**config.mk**
```make
export PLATFORM = sky130hd
export DESIGN_NAME = vga_timing_gen
export DESIGN_NICKNAME = d
export VERILOG_FILES = /design/src/rtl/vga_timing_pkg.sv /design/src/rtl/vga_timing_gen_sync_delay_line.sv /design/src/rtl/vga_timing_gen.sv
export SDC_FILE = /design/constraint.sdc
export NUM_CORES = 1
export LEC_CHECK = 0
export CAP_MARGIN = 20
export CORE_ASPECT_RATIO = 1.25
export CORE_UTILIZATION = 50
export CTS_BUF_LIST = sky130_fd_sc_hd__clkbuf_8
export DETAILED_ROUTE_END_ITERATION = 16
export PLACE_DENSITY = 0.78
export SYNTH_ARGS = -nofsm -noshare
export SYNTH_HDL_FRONTEND = slang
export SYNTH_SLANG_ARGS = --single-unit
export TNS_END_PERCENT = 30
```
**constraint.sdc**
```tcl
create_clock -name clk -period 3 [get_ports clk]
set_clock_uncertainty 0.15 [all_clocks]
set_input_delay 0.9 -clock clk [delete_from_list [all_inputs] [get_ports clk]]
set_output_delay 0.9 -clock clk [all_outputs]
set_load 0.005 [all_outputs]
```
**src/rtl/vga_timing_pkg.sv**
```systemverilog
// vga_timing_pkg
//   Shared constants and helpers for the raster timing generator.
//   - 640x480@60 default porch/sync/active numbers (pixels and lines)
//   - default sync polarities (0 = active low)
//   - helpers for the derived totals and active-area start offsets
//   - sync_bus_t: the {hs, vs, blank_n} bundle carried by the delay line
package vga_timing_pkg;

   localparam int DEF_H_ACTIVE = 640;
   localparam int DEF_H_FP     = 16;
   localparam int DEF_H_SYNC   = 96;
   localparam int DEF_H_BP     = 48;
   localparam int DEF_V_ACTIVE = 480;
   localparam int DEF_V_FP     = 10;
   localparam int DEF_V_SYNC   = 2;
   localparam int DEF_V_BP     = 33;

   localparam bit DEF_HS_POL = 1'b0;
   localparam bit DEF_VS_POL = 1'b0;

   // Full period of a line (in pixels) or of a frame (in lines).
   function automatic int span_total(input int active, input int fp,
                                     input int sync, input int bp);
      return sync + bp + active + fp;
   endfunction

   // The active region follows sync and back porch.
   function automatic int span_start(input int sync, input int bp);
      return sync + bp;
   endfunction

   typedef struct packed {
      logic hs;
      logic vs;
      logic blank_n;
   } sync_bus_t;

endpackage

```
**src/rtl/vga_timing_gen_sync_delay_line.sv**
```systemverilog
// sync_delay_line
//   Clock-enabled shift register that delays the sync/blank bundle so it
//   lines up with the downstream pixel pipeline.
//   Parameters: DEPTH (stages, 0 = plain wire), W (bus width),
//               RST_VAL (value every stage takes while rst is high).
//   Ports: clk, rst (async, active-high), en_i (shift enable),
//          d_i (undelayed bus), q_o (bus delayed by DEPTH enabled edges).
module sync_delay_line #(
   parameter int           DEPTH   = 2,
   parameter int           W       = 3,
   parameter logic [W-1:0] RST_VAL = '0
) (
   input  logic         clk,
   input  logic         rst,
   input  logic         en_i,
   input  logic [W-1:0] d_i,
   output logic [W-1:0] q_o
);

   if (DEPTH == 0) begin : g_wire
      logic unused_ctrl;
      assign unused_ctrl = ^{clk, rst, en_i};
      assign q_o = d_i;
   end else begin : g_shift
      logic [W-1:0] stage_q [DEPTH];

      always_ff @(posedge clk or posedge rst) begin
         if (rst) begin
            for (int i = 0; i < DEPTH; i++) stage_q[i] <= RST_VAL;
         end else if (en_i) begin
            stage_q[0] <= d_i;
            for (int i = 1; i < DEPTH; i++) stage_q[i] <= stage_q[i-1];
         end
      end

      assign q_o = stage_q[DEPTH-1];
   end

endmodule

```
**src/rtl/vga_timing_gen.sv**
```systemverilog
// vga_timing_gen
//   Parametrised raster timing generator with genlock to a camera SOF pulse.
//   Line/frame order is sync, back porch, active, front porch.
//   Ports:
//     clk, rst       pixel clock, async active-high reset
//     en_i           count enable (low freezes everything, genlock ignored)
//     genlock_i      restart to (0,0); sets locked_o if it hit the natural wrap
//     x_o, y_o       raw pixel / line counters
//     col_o, row_o   position inside the active area (0 outside)
//     active_o       (x_o, y_o) is visible
//     req_o          next pixel is visible (camera read enable)
//     sof_o          counters are at (0,0)
//     hs_o, vs_o     syncs with programmable polarity, PIPE_DELAY late
//     blank_no       active-low blank, PIPE_DELAY late
//     locked_o       last genlock coincided with the natural frame wrap
//     frame_cnt_o    completed natural frames (wraps)
module vga_timing_gen
   import vga_timing_pkg::*;
#(
   parameter int H_ACTIVE   = DEF_H_ACTIVE,
   parameter int H_FP       = DEF_H_FP,
   parameter int H_SYNC     = DEF_H_SYNC,
   parameter int H_BP       = DEF_H_BP,
   parameter int V_ACTIVE   = DEF_V_ACTIVE,
   parameter int V_FP       = DEF_V_FP,
   parameter int V_SYNC     = DEF_V_SYNC,
   parameter int V_BP       = DEF_V_BP,
   parameter bit HS_POL     = DEF_HS_POL,
   parameter bit VS_POL     = DEF_VS_POL,
   parameter int PIPE_DELAY = 2,
   parameter int CNT_W      = 13,
   parameter int FRAME_W    = 16
) (
   input  logic               clk,
   input  logic               rst,
   input  logic               en_i,
   input  logic               genlock_i,
   output logic [CNT_W-1:0]   x_o,
   output logic [CNT_W-1:0]   y_o,
   output logic [CNT_W-1:0]   col_o,
   output logic [CNT_W-1:0]   row_o,
   output logic               active_o,
   output logic               req_o,
   output logic               sof_o,
   output logic               hs_o,
   output logic               vs_o,
   output logic               blank_no,
   output logic               locked_o,
   output logic [FRAME_W-1:0] frame_cnt_o
);

   localparam int H_TOTAL = span_total(H_ACTIVE, H_FP, H_SYNC, H_BP);
   localparam int V_TOTAL = span_total(V_ACTIVE, V_FP, V_SYNC, V_BP);
   localparam int H_START = span_start(H_SYNC, H_BP);
   localparam int V_START = span_start(V_SYNC, V_BP);

   localparam logic [CNT_W-1:0] H_LAST    = CNT_W'(H_TOTAL - 1);
   localparam logic [CNT_W-1:0] V_LAST    = CNT_W'(V_TOTAL - 1);
   localparam logic [CNT_W-1:0] H_ACT_LO  = CNT_W'(H_START);
   localparam logic [CNT_W-1:0] H_ACT_HI  = CNT_W'(H_START + H_ACTIVE);
   localparam logic [CNT_W-1:0] V_ACT_LO  = CNT_W'(V_START);
   localparam logic [CNT_W-1:0] V_ACT_HI  = CNT_W'(V_START + V_ACTIVE);
   localparam logic [CNT_W-1:0] H_SYNC_HI = CNT_W'(H_SYNC);
   localparam logic [CNT_W-1:0] V_SYNC_HI = CNT_W'(V_SYNC);
   // One extra bit so x+1 at the counter's top value cannot alias to 0.
   localparam logic [CNT_W:0]   HN_LO     = (CNT_W+1)'(H_START);
   localparam logic [CNT_W:0]   HN_HI     = (CNT_W+1)'(H_START + H_ACTIVE);

   logic [CNT_W-1:0]   x_q, x_d, y_q, y_d;
   logic [FRAME_W-1:0] frame_q, frame_d;
   logic               locked_q, locked_d;
   logic               at_wrap;

   always_ff @(posedge clk or posedge rst) begin
      if (rst) begin
         x_q      <= '0;
         y_q      <= '0;
         frame_q  <= '0;
         locked_q <= 1'b0;
      end else begin
         x_q      <= x_d;
         y_q      <= y_d;
         frame_q  <= frame_d;
         locked_q <= locked_d;
      end
   end

   // Genlock beats the natural wrap; a genlock landing exactly on the wrap
   // still counts as a completed frame and reports lock.
   always_comb begin
      x_d      = x_q;
      y_d      = y_q;
      frame_d  = frame_q;
      locked_d = locked_q;
      at_wrap  = (x_q == H_LAST) && (y_q == V_LAST);
      if (en_i) begin
         if (genlock_i) begin
            x_d      = '0;
            y_d      = '0;
            locked_d = at_wrap;
            if (at_wrap) frame_d = frame_q + FRAME_W'(1);
         end else if (at_wrap) begin
            x_d     = '0;
            y_d     = '0;
            frame_d = frame_q + FRAME_W'(1);
         end else if (x_q == H_LAST) begin
            x_d = '0;
            y_d = y_q + CNT_W'(1);
         end else begin
            x_d = x_q + CNT_W'(1);
         end
      end
   end

   // Zero-latency decodes from the counters.
   logic           h_act, v_act, h_next_act;
   logic [CNT_W:0] x_p1;

   assign x_p1       = {1'b0, x_q} + (CNT_W+1)'(1);
   assign h_act      = (x_q >= H_ACT_LO) && (x_q < H_ACT_HI);
   assign v_act      = (y_q >= V_ACT_LO) && (y_q < V_ACT_HI);
   assign h_next_act = (x_p1 >= HN_LO) && (x_p1 < HN_HI);

   assign active_o    = h_act && v_act;
   assign req_o       = h_next_act && v_act;
   assign col_o       = active_o ? (x_q - H_ACT_LO) : '0;
   assign row_o       = active_o ? (y_q - V_ACT_LO) : '0;
   assign sof_o       = (x_q == '0) && (y_q == '0);
   assign x_o         = x_q;
   assign y_o         = y_q;
   assign frame_cnt_o = frame_q;
   assign locked_o    = locked_q;

   // Sync/blank go through the delay line to match pixel-pipeline latency.
   sync_bus_t raw_s, dly_s;

   assign raw_s.hs      = (x_q < H_SYNC_HI) ? HS_POL : ~HS_POL;
   assign raw_s.vs      = (y_q < V_SYNC_HI) ? VS_POL : ~VS_POL;
   assign raw_s.blank_n = active_o;

   sync_delay_line #(
      .DEPTH   (PIPE_DELAY),
      .W       (3),
      .RST_VAL ({~HS_POL, ~VS_POL, 1'b0})
   ) u_sync_delay (
      .clk  (clk),
      .rst  (rst),
      .en_i (en_i),
      .d_i  (raw_s),
      .q_o  (dly_s)
   );

   assign hs_o     = dly_s.hs;
   assign vs_o     = dly_s.vs;
   assign blank_no = dly_s.blank_n;

endmodule

```
# After elaboration in Yosys (flattened, before gate mapping)
# Index checks and enable logic that the tools add are counted.
# Widths: inputs -> output; s select.
[word_totals]
register_bits = 49
latch_bits = 0
ramBits = 0
mem_bits_ro = 0
inputBits = 4
output_inout_bits = 75
wordCells = 45
memories = 0
[classes]
add_sub_neg = 6
mul = 0
div_mod_pow = 0
order_cmp = 8
n_eq_ne = 2
shift = 0
muxes = 10
bitwise = 0
n_reduce_logical = 13
[op_table]
columns = ["operator", "count"]
rows = [
  ["$mux 13", 8],
  ["$add 13x1->13 const B", 2],
  ["$eq 13x10->1 const B", 2],
  ["$logic_not 13->1", 2],
  ["$lt 13x10->1 const B", 2],
  ["$add 16x1->16 const B", 1],
  ["$add 13x1->14 const B", 1],
  ["$ge 14x8->1 const B", 1],
  ["$lt 14x10->1 const B", 1],
  ["$ge 13x6->1 const B", 1],
  ["$ge 13x8->1 const B", 1],
  ["$lt 13x2->1 const B", 1],
  ["$lt 13x7->1 const B", 1],
  ["$sub 13x6->13 const B", 1],
  ["$sub 13x8->13 const B", 1],
  ["$logic_and 1x1->1", 7],
  ["$reduce_and 2->1", 3],
  ["$reduce_bool 3->1", 1],
  ["$mux 1", 2],
]

# Logic depth before layout (Yosys ltp)
# Gate-level depths: netlist of run 1.
[depth]
ltp_word = 4
mapped_depth = 9
mapped_depth_nobuf = 8

# Modules after synthesis
# A second synthesis of run 1 with hierarchy kept.
[unflattened]
cells_unflattened = 396
area_unflattened_um2 = 3347.0
[by_module_without_submodules]
columns = ["module", "n_inst", "cells_per_inst", "area_per_inst_um2", "seq_area_each_um2"]
rows = [
  ["vga_timing_gen", 1, 379, 3064.2, 1076.0],
  ["sync_delay_line", 1, 17, 282.8, 155.1],
]

# Worst setup path after synthesis of run 1
# OpenSTA, ideal clock, no wires.
[synth_path]
path_type = "register -> output"
start = "register y_q[7] (netlist: y_o[7])"
end = "output col_o[10]"
t_arrival_ns = 1.951
required_ns = 1.950
setup_slack_ns = -0.001
stages_incl_launch_ff = 8
path_buffers = 2
cell_sequence = "dfrtp_1 -> clkbuf_1 -> or3_1 -> nor4_1 -> o211a_1 -> o2111ai_4 -> buf_2 -> nor2_1"
[synth_between]
elab_chain_cells = 4
word_cells_on_any_way = 5
cone_classes = "order compare (2); mux (1); reduce/logical (2)"
[synth_lines]
columns = ["element", "line", "rtl"]
rows = [
  ["start, declared", "vga_timing_gen.sv:69", "logic [CNT_W-1:0] x_q, x_d, y_q, y_d;"],
  ["start signal, assigned", "vga_timing_gen.sv:82", "y_q <= y_d;"],
  ["$ge 13x6->1 / $lt 13x10->1 (equally long branches)", "vga_timing_gen.sv:121", "assign v_act = (y_q >= V_ACT_LO) && (y_q < V_ACT_HI);"],
  ["$logic_and 1x1->1 (*)", "vga_timing_gen.sv:121", ""],
  ["$logic_and 1x1->1 (*)", "vga_timing_gen.sv:124", "assign active_o = h_act && v_act;"],
  ["$mux 13 (*)", "vga_timing_gen.sv:126", "assign col_o = active_o ? (x_q - H_ACT_LO) : '0;"],
  ["end, declared", "vga_timing_gen.sv:40", "output logic [CNT_W-1:0] col_o,"],
]
# Every way passes the cells marked *; elsewhere a longest branch is shown, timed or not.

# Final worst setup path of run 1
[layout_path]
start = "register y_q[0] (netlist: y_o[0])"
end = "output col_o[9]"
# Same word-level chain as after synthesis.

==> metrics, run 1 <==
vias=between 3000 and 4000; Hold WS=between 300 and 400 ps; Post-synth top flop=dfrtp_1; final hold viol count=0; Tcrit/Tclk final=116%; critical path arrival=~2400 ps; Gate Count Post-Synth=about 380; hold depth=1; share of power burned in registers=a little under three fifths; PwrDens=around 240 nW/µm²; Worst-Margin Slew=between 600 and 700 ps; CTS tree=yes; share of layout cells above drive strength 1=roughly a third; cts bufs inserted=5; Reg2Reg Setup Slack=approximately 320 ps; cells along the critical path=a2111o_1 > nor4_2 > o211a_1 > buf_4 > o2111ai_4 > buf_4 > a21oi_2 > clkdlybuf4s15_2; Starting Density=a little over half; sequential-to-total area share from yosys stat=a little under two fifths; clock tree sinks=slightly below 50; die area=6910 µm²; Rel. slew slack=between 50% and 60%; Comb power frac=10.3%; Net Sw Frac=about a quarter; Worst Hold Path EP=frame_cnt_o[15]$_DFFE_PP0P_; vias in the first global route=3482; synthesized area per cell=around 8.7 µm²; RR Endpoint=frame_cnt_o[9]$_DFFE_PP0P_; # DRC=0; VDD IR max=223 µV; post-synthesis cell area=roughly 3300 µm²; worst-skew pair later-pin latency=310 ps; Core Area=between 6000 and 7000 µm²; internal power=around 900 µW; largest net degree at the start of global routing=29; worst hold path class=reg -> reg; post-DP HPWL=7500 µm; clock slew at reported path FFs=approximately 100 ps; violated checks=negative setup slack; Max stage delay on crit path=between 400 and 500 ps; H-tree Lvls=2; grt ovf=0; CP required=a little under 2000 ps; initial antenna violation count=0; post-route minimum period=between 3000 and 4000 ps; gpl congestion=between 0.9 and 1; port bufs=78; setup tns final=-9760 ps; CTS Root Cell=clkbuf_8; worst r2r src=x_o[5]$_DFFE_PP0P_; first-pass GRT wire length=about 17000 µm; Longest Clk Path Bufs=2; final wirelength=just over 10000 µm; endpoint class of the critical path=output pin; cts hold-fix bufs=0; GRT Total Usage=a little under a third; CP max stage cell=a2111o_1; Net Switching=298 µW; Mapped Nets=between 300 and 400; Yosys warnings=0; Distinct cells, synth=56; drt first pass iters=5; total design power=about 1.2 mW; dpl cells=around 600; fin worst setup slack=-477 ps; Post-Layout Cell Count=a little over 600; Startpoint Class=flop; clock power share=around a third; Cell Rows=32; endpoints failing setup=28; Peak Freq=roughly 290 MHz; Setup Crit Path Kind=reg -> out; Hold Crit Start=frame_cnt_o[15]$_DFFE_PP0P_; Worst R2R Path Depth=10; Pleak=approximately 2.3 nW; Yosys reg bits=49; Post-synth EDFFs=0; Final Util=roughly 80%; unrepaired setup endpoints after global routing=true; ANT cells=0; max_cap viols=0; DR WL/cell=between 15 and 20 µm; Die Ht=92.7 µm; outcome=finished, violations left; drt via density=between 5 and 6; DR iter-0 viols=between 200 and 250; asr flop ratio synth=100%; Layout area overhead=52.3%; IO Count=79; Post-DRT Antenna Nets=0; CP dominant cell by count=buf_4; Die Span X=between 70 and 80 µm; count of pins over their slew limit=0; # nets final=around 550; CP max FO=5
power groups by stage:
| stage | clock network (mW) | registers, mW | logic (mW) |
|---|---|---|---|
| floorplan | 0 | 0.696 | 0.0514 |
| global placement | 0 | 0.693 | 0.119 |
| detailed placement | 0 | 0.694 | 0.122 |
| CTS | 0.396 | 0.681 | 0.123 |
| global route | 0.416 | 0.683 | 0.136 |
| finish | 0.388 | 0.681 | 0.123 |
cell usage in the layout (no fill, tap or decap), types with 3 or more instances in the layout:
| master | n |
|---|---|
| a21oi_1 | 8 |
| nor3_1 | 9 |
| buf_6 | 9 |
| ha_1 | 6 |
| nand3_1 | 20 |
| buf_4 | 84 |
| o31ai_1 | 5 |
| inv_2 | 3 |
| and3_1 | 8 |
| ha_2 | 3 |
| nor2_1 | 43 |
| nand3_2 | 3 |
| xor2_1 | 6 |
| nor4_1 | 11 |
| dfrtp_1 | 45 |
| xnor2_1 | 35 |
| buf_2 | 22 |
| o21ai_0 | 14 |
| o22ai_1 | 4 |
| mux2_2 | 6 |
| clkbuf_8 | 5 |
| dfstp_2 | 4 |
| nor2_4 | 9 |
| nor3_2 | 5 |
| nand4_1 | 10 |
| and2_1 | 4 |
| nor2_2 | 5 |
| and4_1 | 5 |
| clkdlybuf4s50_1 | 49 |
| inv_1 | 14 |
| nand2_1 | 28 |
| dlygate4sd2_1 | 3 |
worst max-delay path, delay by kind of cell (launching register included):
family / cells / cell delay [ps]
AO/OA/AOI/OAI: 4 / 980
flip-flops: 1 / 410
buffers and inverters: 3 / 560
AND/OR/NAND/NOR: 1 / 180
final cells by class:
type / count / area (µm²)
clock buffers: 5 / 68.8
clock inverters: 3 / 17.5
fillers: 420 / 1230
inverters: 17 / 63.8
multi-input cells: 289 / 2070
flip-flops and latches: 49 / 1230
well taps: 85 / 106
repair buffers: 173 / 1460
metrics by stage:
stage / setup slack [ps] / cell area (µm²)
after global placement: -405 / 4740
after CTS: -480 / 4930
after detailed placement: -530 / 4740
final: -477 / 5010
after floorplan: 23.9 / 3300
after global routing: -560 / 5010
state kept, by name, summed over array words and instances, names as in the netlist:
register	count
frame_cnt_o	16
x_o	13
y_o	13
u_sync_delay.g_shift.stage_q	3
u_sync_delay.q_o	3
locked_o	1
worst max-delay path by stage:
stage	from	end	slack [ps]	cells past startpoint
finish	y_o[0]$_DFFE_PP0P_	col_o[9]	-480	8
global route	y_o[0]$_DFFE_PP0P_	col_o[9]	-560	8
CTS	y_o[1]$_DFFE_PP0P_	col_o[9]	-480	8
detailed placement	y_o[0]$_DFFE_PP0P_	row_o[11]	-530	7
global placement	y_o[6]$_DFFE_PP0P_	row_o[11]	-400	7
floorplan	y_o[7]$_DFFE_PP0P_	col_o[10]	20	7
layer usage:
layer  vias up  track usage (%)  wire length (µm)
met3        35             5.22               447
li1       1641                -                 -
met1      1734             37.2              4000
met5         -                0                 0
met2       128             54.4              5540
met4         0             11.5               319
cell families (layout without fill, tap and decap cells):
logic type	Yosys count	after routing	share of synthesized area [%]
DFF	49	49	37.4
adders and majority gates	9	9	3.42
muxes	7	7	2.36
and+or+nand+nor	175	175	28.4
xor gates and xnor gates	44	44	11.9
buffers and inverters	41	198	5.25
AOI/OAI and AO/OA	53	54	11.2
synthesized netlist by cell type (2+ instances only):
master | count | share of area (%)
nor2_1 | 57 | 6.5
dfrtp_1 | 45 | 34
xnor2_1 | 36 | 9.6
nand2_1 | 28 | 3.2
nand3_1 | 20 | 3.0
inv_1 | 16 | 1.8
o21ai_0 | 15 | 2.3
nor3_1 | 14 | 2.1
clkbuf_1 | 13 | 1.5
nor4_1 | 12 | 2.3
nand4_1 | 10 | 1.9
a21oi_1 | 9 | 1.4
ha_1 | 9 | 3.4
and3_1 | 8 | 1.5
xor2_1 | 7 | 1.9
buf_2 | 6 | 0.91
mux2_2 | 6 | 2.1
and4_1 | 5 | 1.3
o31ai_1 | 5 | 1.1
and2_1 | 4 | 0.76
dfstp_2 | 4 | 3.2
o22ai_1 | 4 | 0.76
buf_1 | 3 | 0.34
nand3_2 | 3 | 0.91
a21o_1 | 2 | 0.46
a31oi_1 | 2 | 0.38
nand2b_1 | 2 | 0.38
nor4_4 | 2 | 1.3
o21a_1 | 2 | 0.46
o41ai_1 | 2 | 0.53
or3_1 | 2 | 0.38
what timing repair did:
action / CTS / global route
gates cloned: 2 / 0
hold endpoints to repair: 0 / 0
setup endpoints to repair: 29 / 29
resized for setup: 128 / 26
buffers inserted: 8 / 1
pin swaps: 20 / 6
Note: power is estimated with default switching activity, not from simulation.
==> inputs of run 2 (changes only) <==
- GPL_TIMING_DRIVEN: default -> 0
==> metrics, run 2 (synthesis results as in run 1) <==
grt ovf=0 (unchanged); final wirelength=10700 µm (was 10300 µm); Cell Rows=32 (unchanged); port bufs=77 (was 78); CTS tree=yes (unchanged); Die Span X=74.6 µm (unchanged); Worst R2R Path Depth=11 (was 10); Setup Crit Path Kind=reg -> out (unchanged); ANT cells=0 (unchanged); Tcrit/Tclk final=119% (was 116%); setup tns final=-13940 ps (was -9760 ps); # nets final=510 (was 548); critical path arrival=2520 ps (was 2430 ps); most common cell after layout, fill and taps aside=clkdlybuf4s50_1 (was buf_4); gpl congestion=0.896 (was 0.933); largest net degree at the start of global routing=29 (unchanged); Startpoint Class=flop (unchanged); critical path startpoint=y_o[0]$_DFFE_PP0P_ (unchanged); clock tree sinks=49 (unchanged); fin worst setup slack=-571 ps (was -477 ps); unrepaired setup endpoints after global routing=true (unchanged); Core Area=6250 µm² (unchanged); total design power=1.28 mW (was 1.19 mW); Rel. slew slack=55.0% (was 59.4%); pre-CTS WS=-776 ps (was -530 ps); CP required=1950 ps (about the same); H-tree Lvls=2 (unchanged); GRT Total Usage=31.0% (was 31.1%); worst hold path class=reg -> reg (unchanged); vias=3487 (was 3538); DR WL/cell=18.4 µm (was 16.6 µm); Die Ht=92.7 µm (unchanged); max_cap viols=0 (unchanged); outcome=finished, violations left (unchanged); Starting Density=52.7% (unchanged); RR Endpoint=y_o[11]$_DFFE_PP0P_ (was frame_cnt_o[9]$_DFFE_PP0P_); Worst-Margin Slew=671 ps (was 605 ps); post-DP HPWL=6790 µm (was 7500 µm); Hold WS=332 ps (was 329 ps); worst r2r src=y_o[1]$_DFFE_PP0P_ (was x_o[5]$_DFFE_PP0P_); post-route minimum period=3570 ps (was 3480 ps); Peak Freq=280 MHz (was 288 MHz); VDD IR max=241 µV (was 223 µV); violated checks=negative setup slack (unchanged); final hold viol count=0 (unchanged); endpoint class of the critical path=output pin (unchanged); Layout area overhead=47.5% (was 52.3%); first-pass GRT wire length=16200 µm (was 16500 µm); cts bufs inserted=5 (unchanged); clock slew at reported path FFs=100 ps (about the same); PwrDens=264 nW/µm² (was 238 nW/µm²); CTS Root Cell=clkbuf_8 (unchanged); Reg2Reg Setup Slack=260 ps (was 320 ps); drt via density=5.98 (was 5.70); Longest Clk Path Bufs=2 (unchanged); count of pins over their slew limit=0 (unchanged); endpoints failing setup=29 (was 28); DR iter-0 viols=159 (was 206); FILL cells=448 (was 420); vias in the first global route=3300 (was 3482); IO Count=79 (unchanged); drt first pass iters=5 (unchanged); die area=6910 µm² (unchanged); Pleak=2.14 nW (was 2.35 nW); share of layout cells above drive strength 1=33.5% (was 33.8%); most frequent cells in the layout=48 x clkdlybuf4s50_1, 40 x nor2_1, 36 x xnor2_1 (was 84 x buf_4, 49 x clkdlybuf4s50_1, 45 x dfrtp_1); Setup crit end=row_o[7] (was col_o[9]); CP max FO=4 (was 5); worst-skew pair later-pin latency=310 ps (about the same); cts hold-fix bufs=0 (unchanged); max FFs per register=16 (unchanged); # DRC=0 (unchanged); Post-DRT Antenna Nets=0 (unchanged); initial antenna violation count=0 (unchanged)
[run 2: routing by layer]
metal  track usage [%]  part of all wire (%)  wire (µm)
met5                 0                     0          0
met4              11.5                   3.4        369
met3              4.24                   5.5        587
met2              54.9                    53       5660
met1              37.2                    38       4090
[run 2: worst min path at each step]
stage                                                start                                     endpoint  slack (ps)  cells after the start
5_1_grt                        frame_cnt_o[15]$_DFFE_PP0P_                  frame_cnt_o[15]$_DFFE_PP0P_         380                      1
3_3_place_gp                   frame_cnt_o[15]$_DFFE_PP0P_                  frame_cnt_o[15]$_DFFE_PP0P_         310                      1
2_1_floorplan  u_sync_delay.g_shift.stage_q[3]$_DFFE_PP0P_  u_sync_delay.g_shift.stage_q[3]$_DFFE_PP0P_         300                      2
3_5_place_dp                   frame_cnt_o[15]$_DFFE_PP0P_                  frame_cnt_o[15]$_DFFE_PP0P_         310                      1
6_report                       frame_cnt_o[15]$_DFFE_PP0P_                  frame_cnt_o[15]$_DFFE_PP0P_         330                      1
4_1_cts                        frame_cnt_o[15]$_DFFE_PP0P_                  frame_cnt_o[15]$_DFFE_PP0P_         330                      1
[run 2: layout make-up]
class / count / area (µm²) / area share [%]
Multi-Input combinational cell: 289 / 2190 / 45.0
Sequential cell: 49 / 1250 / 25.7
Timing Repair Buffer: 118 / 1030 / 21.2
Tap cell: 85 / 106 / 2.19
Buffer: 17 / 105 / 2.17
Clock buffer: 5 / 68.8 / 1.42
Inverter: 17 / 67.6 / 1.39
Clock inverter: 3 / 42.5 / 0.877
[run 2: power breakdown]
part / total, mW / leakage (nW) / switching, mW / internal, mW
Sequential: 0.688 / 0.647 / 0.0134 / 0.675
Clock: 0.482 / 0.0595 / 0.235 / 0.247
Combinational: 0.109 / 1.44 / 0.0635 / 0.0456
[run 2: repair_timing]
action,4_1_cts,5_1_grt
pin swaps,26,11
cloned,3,0
setup endpoints to repair,29,41
setup buffers,28,10
resized for setup,180,37
hold endpoints to repair,0,0
[run 2: per-stage QoR]
stage | instance area (µm²) | std cells | utilization, %
6_report | 4850 | 583 | 77.7
5_1_grt | 4850 | 583 | 77.7
4_1_cts | 4680 | 575 | 75.0
3_5_place_dp | 4190 | 541 | 67.1
3_3_place_gp | 4170 | 540 | 66.8
2_1_floorplan | 3300 | 378 | -
[run 2: worst max-delay path, stage by stage, from the launching register on]
cell and delay (ps):
dfrtp_2 440, a2111o_1 510, o21ai_2 230, a21oi_2 80, o211a_1 260, o2111ai_4 160
buf_12 160, buf_6 90, buf_6 110, nor2_1 40, buf_2 120
==> inputs of run 3 (changes only) <==
==> constraint.sdc (replaced) <==
create_clock -name clk -period 3 [get_ports clk]
set_clock_uncertainty 0.15 [all_clocks]
set_input_delay 0.6 -clock clk [delete_from_list [all_inputs] [get_ports clk]]
set_output_delay 0.6 -clock clk [all_outputs]
set_load 0.005 [all_outputs]
==> metrics, run 3 (synthesis results as in run 1) <==
outcome=finished, violations left (unchanged); violated checks=negative setup slack (unchanged); Post-DRT Antenna Nets=0 (unchanged); drt via density=5.84 (was 5.98); max_cap viols=0 (unchanged); most common cell after layout, fill and taps aside=clkdlybuf4s50_1 (unchanged); H-tree Lvls=2 (unchanged); max FFs per register=16 (unchanged); PwrDens=251 nW/µm² (was 264 nW/µm²); count of pins over their slew limit=0 (unchanged); port bufs=77 (unchanged); vias=3412 (was 3487); first-pass GRT wire length=17000 µm (was 16200 µm); largest net degree at the start of global routing=28 (was 29); Pleak=2.13 nW (was 2.14 nW); Die Span X=74.6 µm (unchanged); most frequent cells in the layout=49 x clkdlybuf4s50_1, 36 x nor2_1, 36 x xnor2_1 (was 48 x clkdlybuf4s50_1, 40 x nor2_1, 36 x xnor2_1); IO Count=79 (unchanged); Core Area=6250 µm² (unchanged); Post-Layout Cell Count=584 (was 583); ANT cells=0 (unchanged); Longest Clk Path Bufs=2 (unchanged); post-route minimum period=3270 ps (was 3570 ps); critical path arrival=2520 ps (about the same); worst-skew pair later-pin latency=310 ps (about the same); drt first pass iters=5 (unchanged); GRT Total Usage=32.5% (was 31.0%); dpl cells=541 (unchanged); Comb power frac=9.0% (was 8.5%); CP max FO=7 (was 4); Net Switching=321 µW (was 311 µW); internal power=885 µW (was 968 µW); Worst-Margin Slew=653 ps (was 671 ps); metal2 WL=5730 µm (was 5660 µm); Peak Freq=305 MHz (was 280 MHz); # DRC=0 (unchanged); worst hold path class=reg -> reg (unchanged); clock tree sinks=49 (unchanged); grt ovf=0 (unchanged); cts hold-fix bufs=0 (unchanged); fin worst setup slack=-275 ps (was -571 ps); Net Sw Frac=26.6% (was 24.3%); share of power burned in registers=57.1% (was 53.8%); Startpoint Class=flop (unchanged); post-DP HPWL=6920 µm (was 6790 µm); VDD IR max=300 µV (was 241 µV); Die Ht=92.7 µm (unchanged); final wirelength=10700 µm (about the same); die area=6910 µm² (unchanged); share of layout cells above drive strength 1=33.1% (was 33.5%); max layer used=met4 (unchanged); # nets final=511 (was 510); DR iter-0 viols=225 (was 159); Setup Crit Path Kind=reg -> out (unchanged); vias in the first global route=3330 (was 3300); Cell Rows=32 (unchanged); CTS tree=yes (unchanged); gpl congestion=0.909 (was 0.896); endpoints failing setup=29 (unchanged); CTS Root Cell=clkbuf_8 (unchanged); initial antenna violation count=0 (unchanged); CP required=2250 ps (was 1950 ps); Final Util=77.1% (was 77.7%); final hold viol count=0 (unchanged); Rel. slew slack=56.2% (was 55.0%); DR WL/cell=18.3 µm (was 18.4 µm); unrepaired setup endpoints after global routing=true (unchanged); met1 WL=4020 µm (was 4090 µm); met3 WL post-DR=634 µm (was 587 µm); Starting Density=52.7% (unchanged); Tcrit/Tclk final=109% (was 119%); clock slew at reported path FFs=100 ps (about the same); clock power share=34.0% (was 37.7%); endpoint class of the critical path=output pin (unchanged); cts bufs inserted=5 (unchanged); Layout area overhead=46.3% (was 47.5%)
run 3: layout make-up:
cell class	count	area, µm²
Tap cell	85	106
Sequential cell	49	1240
Buffer	17	101
Multi-Input combinational cell	288	2150
Clock inverter	3	17.5
Fill cell	466	1430
Inverter	17	63.8
Timing Repair Buffer	120	1060
Clock buffer	5	68.8
run 3: worst max-delay path, stage by stage, from the launching register on:
cell	delay [ps]
dfrtp_1	480
nor3_1	570
o211a_1	320
o2111ai_4	200
buf_12	190
buf_8	120
buf_6	130
nor2_4	80
buf_2	120
run 3: through the flow:
step	area, µm²	power (mW)	setup TNS [ps]	hold slack (ps)	setup slack, ps
5_1_grt	4810	1.24	-8820	359	-372
4_1_cts	4680	1.21	-5110	339	-275
3_5_place_dp	4190	0.800	-11920	321	-565
3_3_place_gp	4170	0.795	-11680	311	-569
2_1_floorplan	3290	0.747	0	298	299
6_report	4810	1.21	-5830	338	-275
run 3: what timing repair did:
item	in CTS	in global routing
gates cloned	2	0
setup buffers	33	7
setup endpoints to repair	29	30
pin swaps	23	6
resized for setup	192	29
run 3: power by group through the flow:
stage | Combinational, mW | Sequential [mW] | Clock [mW]
floorplan | 0.0514 | 0.696 | 0
global placement | 0.0974 | 0.698 | 0
detailed placement | 0.102 | 0.698 | 0
CTS | 0.107 | 0.688 | 0.411
global route | 0.119 | 0.690 | 0.431
finish | 0.108 | 0.689 | 0.410
run 3: per-layer routing:
| metal | up-vias | track usage [%] |
|---|---|---|
| met5 | - | 0 |
| met2 | 159 | 57.4 |
| met1 | 1648 | 38.5 |
| met3 | 32 | 5.88 |
| li1 | 1573 | - |
| met4 | 0 | 11.6 |
run 3: path summary, 6_finish.rpt:
path                                                  start  slack [ps]  cells after the start                               to
worst max-delay path                    y_o[10]$_DFFE_PP0P_        -270                      8                         col_o[3]
worst min-delay path            frame_cnt_o[15]$_DFFE_PP0P_         340                      1      frame_cnt_o[15]$_DFFE_PP0P_
worst max register to register          y_o[10]$_DFFE_PP0P_         300                      7       frame_cnt_o[9]$_DFFE_PP0P_
worst min register to register  frame_cnt_o[15]$_DFFE_PP0P_         340                      1      frame_cnt_o[15]$_DFFE_PP0P_
max in group asynchronous                               rst        1590                      3  u_sync_delay.q_o[1]$_DFFE_PP1P_
min in group asynchronous                               rst         510                      2               y_o[3]$_DFFE_PP0P_
